===== src/rtl/inp_pkg.sv =====
// Shared types and default sizing for the operator input capture path.
package inp_pkg;

  typedef enum logic [1:0] {
    IDLE,
    ARMED,
    DONE
  } inp_state_t;

  localparam int unsigned INP_WIDTH    = 16;
  localparam int unsigned INP_DB_COUNT = 50000;

endpackage


===== src/rtl/debounce.sv =====
// Push-button synchroniser and debouncer; emits a one-cycle press pulse on a debounced fall.
module debounce
  import inp_pkg::*;
#(
  parameter int unsigned DB_COUNT = INP_DB_COUNT
) (
  input  logic clock,
  input  logic n_reset,
  input  logic btn_n,
  output logic press
);

  localparam int unsigned CntW = $clog2(DB_COUNT + 1);

  logic            btn_meta_q;
  logic            btn_s_q;
  logic            db_q;
  logic            db_d;
  logic            db_dly_q;
  logic [CntW-1:0] cnt_q;
  logic [CntW-1:0] cnt_d;

  // Idle level of the active-low button is 1, so the sync chain resets high.
  always_ff @(posedge clock or negedge n_reset) begin
    if (!n_reset) begin
      btn_meta_q <= 1'b1;
      btn_s_q    <= 1'b1;
    end else begin
      btn_meta_q <= btn_n;
      btn_s_q    <= btn_meta_q;
    end
  end

  always_comb begin
    cnt_d = cnt_q;
    db_d  = db_q;
    if (btn_s_q == db_q) begin
      cnt_d = '0;
    end else if (cnt_q == CntW'(DB_COUNT - 1)) begin
      db_d  = btn_s_q;
      cnt_d = '0;
    end else begin
      cnt_d = cnt_q + CntW'(1);
    end
  end

  always_ff @(posedge clock or negedge n_reset) begin
    if (!n_reset) begin
      cnt_q    <= '0;
      db_q     <= 1'b1;
      db_dly_q <= 1'b1;
    end else begin
      cnt_q    <= cnt_d;
      db_q     <= db_d;
      db_dly_q <= db_q;
    end
  end

  // Only the press edge matters; releases are ignored.
  assign press = db_dly_q & ~db_q;

endmodule


===== src/rtl/inp_capture.sv =====
// Captures the synchronised switch word on a debounced button press while a request is armed.
module inp_capture
  import inp_pkg::*;
#(
  parameter int unsigned WIDTH    = INP_WIDTH,
  parameter int unsigned DB_COUNT = INP_DB_COUNT
) (
  input  logic             clock,
  input  logic             n_reset,
  input  logic [WIDTH-1:0] sw,
  input  logic             btn_n,
  input  logic             req,
  output logic [WIDTH-1:0] inpval,
  output logic             ack,
  output logic             waiting
);

  logic [WIDTH-1:0] sw_meta_q;
  logic [WIDTH-1:0] sw_s_q;
  logic             press;
  logic             capture;
  inp_state_t       state_q;
  inp_state_t       state_d;
  logic [WIDTH-1:0] inpval_q;
  logic             ack_q;

  always_ff @(posedge clock or negedge n_reset) begin
    if (!n_reset) begin
      sw_meta_q <= '0;
      sw_s_q    <= '0;
    end else begin
      sw_meta_q <= sw;
      sw_s_q    <= sw_meta_q;
    end
  end

  debounce #(
    .DB_COUNT(DB_COUNT)
  ) u_debounce (
    .clock  (clock),
    .n_reset(n_reset),
    .btn_n  (btn_n),
    .press  (press)
  );

  always_ff @(posedge clock or negedge n_reset) begin
    if (!n_reset) begin
      state_q <= IDLE;
    end else begin
      state_q <= state_d;
    end
  end

  // Presses outside ARMED are dropped, so a button already held at arming never captures.
  always_comb begin
    state_d = state_q;
    unique case (state_q)
      IDLE:    if (req) state_d = ARMED;
      ARMED: begin
        if (press) begin
          state_d = DONE;
        end else if (!req) begin
          state_d = IDLE;
        end
      end
      DONE:    if (!req) state_d = IDLE;
      default: state_d = IDLE;
    endcase
  end

  always_comb begin
    waiting = (state_q == ARMED);
    capture = (state_q == ARMED) && press;
  end

  always_ff @(posedge clock or negedge n_reset) begin
    if (!n_reset) begin
      ack_q    <= 1'b0;
      inpval_q <= '0;
    end else begin
      ack_q <= capture;
      if (capture) begin
        inpval_q <= sw_s_q;
      end
    end
  end

  assign ack    = ack_q;
  assign inpval = inpval_q;

endmodule


===== config.mk =====
export PLATFORM = sky130hd
export DESIGN_NAME = inp_capture
export DESIGN_NICKNAME = d
export VERILOG_FILES = /design/src/rtl/inp_pkg.sv /design/src/rtl/debounce.sv /design/src/rtl/inp_capture.sv
export SDC_FILE = /design/constraint.sdc
export NUM_CORES = 1
export LEC_CHECK = 0
export BUFFER_PORTS_ARGS = -buffer_cell sky130_fd_sc_hd__buf_2
export CORE_ASPECT_RATIO = 1.5
export CORE_MARGIN = 8
export CORE_UTILIZATION = 55
export DETAILED_ROUTE_END_ITERATION = 6
export MAX_ROUTING_LAYER = met4
export PLACE_DENSITY = 0.75
export SYNTH_ARGS = -nofsm -noshare
export SYNTH_HDL_FRONTEND = slang
export SYNTH_SLANG_ARGS = --single-unit

===== constraint.sdc =====
create_clock -name clock -period 4.49 [get_ports clock]
set_clock_uncertainty 0.1 [all_clocks]
set_input_delay 0.898 -clock clock [delete_from_list [all_inputs] [get_ports clock]]
set_output_delay 0.898 -clock clock [all_outputs]
set_load 0.02 [all_outputs]

==> flow_summary.ini, run 1 <==
[run_status]
status = finished clean

[clock_network]
postCtsSetupRepairBufs = 0
cts_tree = done
clk_latency_ps = 330
cts_buffer_depth = 2
path_clk_slew_ps = 70
ctsHoldBuffers = 0
ctsResizeCount = 0
cts.sinks = 71
cts-root-buf = clkbuf_8
cts_buffers = 9
cts_max_level = 3

[floorplan]
start_util = 0.560
chipHeight_um = 98.2
core_um2 = 4430
dieWidth_um = 70.8
ioPinCount = 38
placementRows = 30
die-area_um2 = 6950

[global_routing]
grt_pass1_vias = 1477
grt_remaining_overflow = 0
grt_pass1_wl_um = 7090
track_usage = 0.139
antenna_found_initial = 0
grt_start_max_net_pins = 41

[critical_path]
timing.rr.end = u_debounce.cnt_q[12]$_DFF_PN0_
start_kind = register
crit_arrival_ps = 1070
cp-end-kind = output port
r2r_start = u_debounce.cnt_q[0]$_DFF_PN0_
worstPathMaxFanout = 5
required_ps = 3490
reg2regPathDepth = 5
crit_type = reg2out
r2r_setup_slack_ps = 2760

[logic_synthesis]
synth_compound_area_frac = 0.00252
ys_seq_elements = 71
synth_top_area_cell = dfrtp_1
synth_nets = 179
ys.flop_type = dfrtp_1
synthesis.instances = 158
synth_area_leaders = dfrtp_1 68%, mux2_2 7.3%, dfstp_2 4.2%, xnor2_1 4.2%, nor2_1 2.1%
ys_warn_count = 0
synth_most_common_cell = dfrtp_1
synthXorXnorAreaFrac = 0.0530
synth-edff-count = 0
yosys.area_share.simple = 0.130
synth_adder_area_share = 0.00505
synth_top_family_by_area = simple AND/OR/NAND/NOR gates
syn_avg_cell_area_um2 = 15.7
ys_seq_area_frac = 0.719
synth_top_area_frac = 0.676
synth.distinct_cells = 28
synthMuxAreaShare = 0.0772
synth-async-reset-ratio = 1.00
synth_common_cells = 67 x dfrtp_1, 16 x mux2_2, 14 x nor2_1, 12 x xnor2_1, 5 x nand3_1
syn_area_um2 = 2480

[sta]
period_share = 0.461
final_max_slew_viol_count = 0
worst_pin_slew_ps = 658
rsz0062_at_grt = no
finalHoldViolCount = 0
tns_ps = 0
fmax_mhz = 484
finalSetupViolCount = 0
period_minus_slack_ps = 2070
maxSlewHeadroom = 0.561

[detailed_routing]
drtIter0Drc = 58
ant_nets = 0
drc_errors = 0
wl_per_cell_um = 16.1
via_count = 1384
firstDrtPassIters = 4
routed_wirelength_um = 4120
via_per_inst = 5.41

[place]
post-dp-hpwl_um = 2920
port_buffers = 37
gp_congestion = 0.779
placedInstanceArea_um2 = 2710

[power]
powerDensity_nw_per_um2 = 398
peakVddDrop_mv = 0.192
p_leak_nw = 1.39

[finish]
antennaDiodeCount = 0
fin_area_um2 = 2890
drive_gt1_frac = 0.399
area_growth_pct = 16.4
nets = 226

[job]
cap_violations = 0

[hold_path]
worstHoldPathType = reg2reg
hold_path_depth = 0
worstHoldStart = sw_meta_q[6]$_DFF_PN0_
whs_endpoint = sw_s_q[6]$_DFF_PN0_
-- critical path: stages, from the launching register on --
cell and delay, ps:
dfrtp_1 440, nor2b_1 130, buf_2 170
-- kinds of logic (layout without fill, tap and decap cells) --
family                   Yosys count  after routing
buffers and inverters              5             55
XOR/XNOR                          15             15
AND/OR/NAND/NOR                   48             48
AO/OA/AOI/OAI                      1              1
flip-flops                        71             71
adder cells (fa/ha/maj)            1              1
multiplexers                      17             17
-- cell type report --
cell class | instances | area [um^2]
inverters | 3 | 11.3
fillers | 332 | 1540
multi-input cells | 82 | 663
repair buffers | 38 | 193
clock inverters | 4 | 48.8
well taps | 48 | 60.1
flip-flops and latches | 71 | 1780
clock buffers | 10 | 128
-- where the power goes --
| part | internal, mW | total [mW] | leakage [nW] | switching [mW] |
|---|---|---|---|---|
| clock | 0.249 | 0.455 | 0.0920 | 0.206 |
| combinational | 0.00957 | 0.0281 | 0.397 | 0.0185 |
| sequential | 0.659 | 0.665 | 0.899 | 0.00694 |
| total | 0.917 | 1.15 | 1.39 | 0.232 |
-- routing by layer --
metal	GRT usage	vias up	share of wire
met5	-	-	0
met4	0.0773	0	0.019
met3	0.0595	7	0.060
met2	0.223	42	0.56
met1	0.138	709	0.36
li1	-	626	-
-- layout by cell type (no fill, tap or decap), types with 2 or more instances in the layout --
| master | count |
|---|---|
| mux2_2 | 16 |
| nand3_1 | 5 |
| dfstp_2 | 4 |
| dfrtp_1 | 67 |
| and3_1 | 2 |
| buf_2 | 37 |
| nor2_2 | 3 |
| nand4_1 | 2 |
| clkinv_2 | 2 |
| nor2_1 | 14 |
| nor3_1 | 4 |
| clkbuf_8 | 9 |
| nand2_1 | 3 |
| nor4_2 | 4 |
| xnor2_1 | 12 |
| inv_1 | 3 |
| xor2_1 | 3 |
| nor4b_1 | 2 |
-- worst max-delay path by stage --
stage / slack [ps] / endpoint / start / depth (start not counted)
2_1_floorplan: 2750 / waiting / state_q[1]$_DFFE_PN0P_ / 1
3_3_place_gp: 2520 / sw_meta_q[14]$_DFF_PN0_ / n_reset / 2
3_5_place_dp: 2440 / sw_meta_q[13]$_DFF_PN0_ / n_reset / 2
4_1_cts: 2400 / waiting / state_q[1]$_DFFE_PN0P_ / 2
5_1_grt: 2350 / waiting / state_q[1]$_DFFE_PN0P_ / 2
6_report: 2420 / waiting / state_q[1]$_DFFE_PN0P_ / 2
-- sequential cells by signal, indices dropped and copies added, names as in the netlist --
register / flops
state_q: 2
sw_meta_q: 16
ack: 1
inpval: 16
u_debounce.db_q: 1
u_debounce.btn_s_q: 1
u_debounce.db_dly_q: 1
u_debounce.cnt_q: 16
sw_s_q: 16
u_debounce.btn_meta_q: 1
-- through the flow --
step	total power, mW	instances	setup slack, ps	hold slack (ps)	util
final	1.15	256	2420	244	0.651
after global routing	1.20	256	2350	253	0.651
after CTS	1.16	256	2400	251	0.651
after detailed placement	0.707	242	2440	236	0.612
after global placement	0.704	242	2520	232	0.612
after floorplan	0.683	158	2750	231	-
(Power assumes the default switching activity.)
==> run 2: changes to the inputs <==
CORE_UTILIZATION = 49   (was 55)
PLACE_DENSITY = 0.7   (was 0.75)
clock period = 1.89 ns   (was 4.49 ns; I/O delays follow)
==> flow_summary.ini, run 2 (synthesis results as in run 1) <==
[floorplan]
core_um2 = 4850
placementRows = 31
chipHeight_um = 103
ioPinCount = 38
die-area_um2 = 7640
start_util = 0.511
dieWidth_um = 74.1

[critical_path]
start_kind = register
timing.rr.end = inpval[0]$_DFFE_PN0P_
required_ps = 2000
r2r_setup_slack_ps = 160
crit_arrival_ps = 1840
crit_type = reg2reg
reg2regPathDepth = 3
r2r_start = u_debounce.db_dly_q$_DFF_PN1_
cp-end-kind = register
worstPathMaxFanout = 17

[clock_network]
cts_buffer_depth = 2
cts-root-buf = clkbuf_8
cts_buffers = 9
cts_tree = done
path_clk_slew_ps = 70
cts_max_level = 3
clk_latency_ps = 340
cts.sinks = 71

[place]
place_ws_ps = 153
gp_congestion = 0.775
placedInstanceArea_um2 = 2740
dp.cells = 260
post-dp-hpwl_um = 2810
port_buffers = 37

[sta]
period_share = 0.913
maxSlewHeadroom = 0.666
tns_ps = 0
finalHoldViolCount = 0
fmax_mhz = 580
rsz0062_at_grt = no
finalWorstSetupSlack_ps = 164
period_minus_slack_ps = 1730
finalSetupViolCount = 0
worst_pin_slew_ps = 500
holdWs_ps = 34.5
final_max_slew_viol_count = 0

[global_routing]
grt_remaining_overflow = 0
antenna_found_initial = 0
track_usage = 0.127
use_met2 = 0.194
top_usage_layer = met2
grt_use_met1 = 0.134
grt_start_max_net_pins = 72
grt_use_met3 = 0.0574
grt_pass1_wl_um = 6880
grt_pass1_vias = 1438

[finish]
final_cells = 277
utilization = 0.620
layout_commonest_cell = dfrtp_1
area_growth_pct = 21.2
drive_gt1_frac = 0.403
nets = 227
nFillCells = 378
antennaDiodeCount = 0
layout_common_cells = 67 x dfrtp_1, 37 x buf_2, 16 x mux2_2
fin_area_um2 = 3000

[detailed_routing]
via_count = 1360
routed_wirelength_um = 4200
wl_per_cell_um = 15.1
via_per_inst = 4.91
firstDrtPassIters = 4
drtIter0Drc = 56
ant_nets = 0
drc_errors = 0

[hold_path]
hold_path_depth = 1
whs_endpoint = u_debounce.btn_meta_q$_DFF_PN1_
worstHoldPathType = in2reg
worstHoldStart = btn_n

[power]
p_leak_nw = 1.43
powerDensity_nw_per_um2 = 1030
peakVddDrop_mv = 0.504
finalPower_mw = 3.09

[run_status]
status = finished clean

[job]
cap_violations = 0
run 2: critical path, stage by stage, from the launching register on:
cell,delay (ps)
dfstp_2,520
nand3b_1,150
nor2_4,430
mux2_2,410
run 2: worst max path at each step:
stage                             startpoint                        endpoint  slack, ps
2_1_floorplan  u_debounce.db_dly_q$_DFF_PN1_          inpval[10]$_DFFE_PN0P_        350
3_3_place_gp   u_debounce.cnt_q[4]$_DFF_PN0_  u_debounce.cnt_q[11]$_DFF_PN0_        190
3_5_place_dp   u_debounce.cnt_q[0]$_DFF_PN0_   u_debounce.cnt_q[9]$_DFF_PN0_        150
4_1_cts        u_debounce.db_dly_q$_DFF_PN1_           inpval[0]$_DFFE_PN0P_        130
5_1_grt        u_debounce.db_dly_q$_DFF_PN1_           inpval[0]$_DFFE_PN0P_         60
6_report       u_debounce.db_dly_q$_DFF_PN1_           inpval[0]$_DFFE_PN0P_        160
run 2: repair_timing:
action,4_1_cts,5_1_grt
hold endpoints to repair,67,0
hold buffers,1,0
resized for setup,0,1
buffers inserted,0,0
endpoints found under the setup margin,0,4
run 2: final cells by class:
type	count	area, um^2	share of cell area
flip-flops and latches	71	1780	0.593
multi-input cells	82	668	0.222
repair buffers	39	215	0.0716
clock buffers	11	141	0.0471
clock inverters	5	104	0.0346
well taps	66	82.6	0.0275
inverters	3	11.3	0.00375
run 2: layer usage:
metal | wire length (um) | part of all wire
met1 | 1720 | 0.41
met2 | 2130 | 0.51
met3 | 258 | 0.062
met4 | 88 | 0.021
met5 | 0 | 0
run 2: power by group:
part | total, mW | switching [mW] | internal, mW
logic | 0.0732 | 0.0457 | 0.0275
clock network | 1.44 | 0.525 | 0.915
registers | 1.58 | 0.0177 | 1.56
total | 3.09 | 0.588 | 2.51
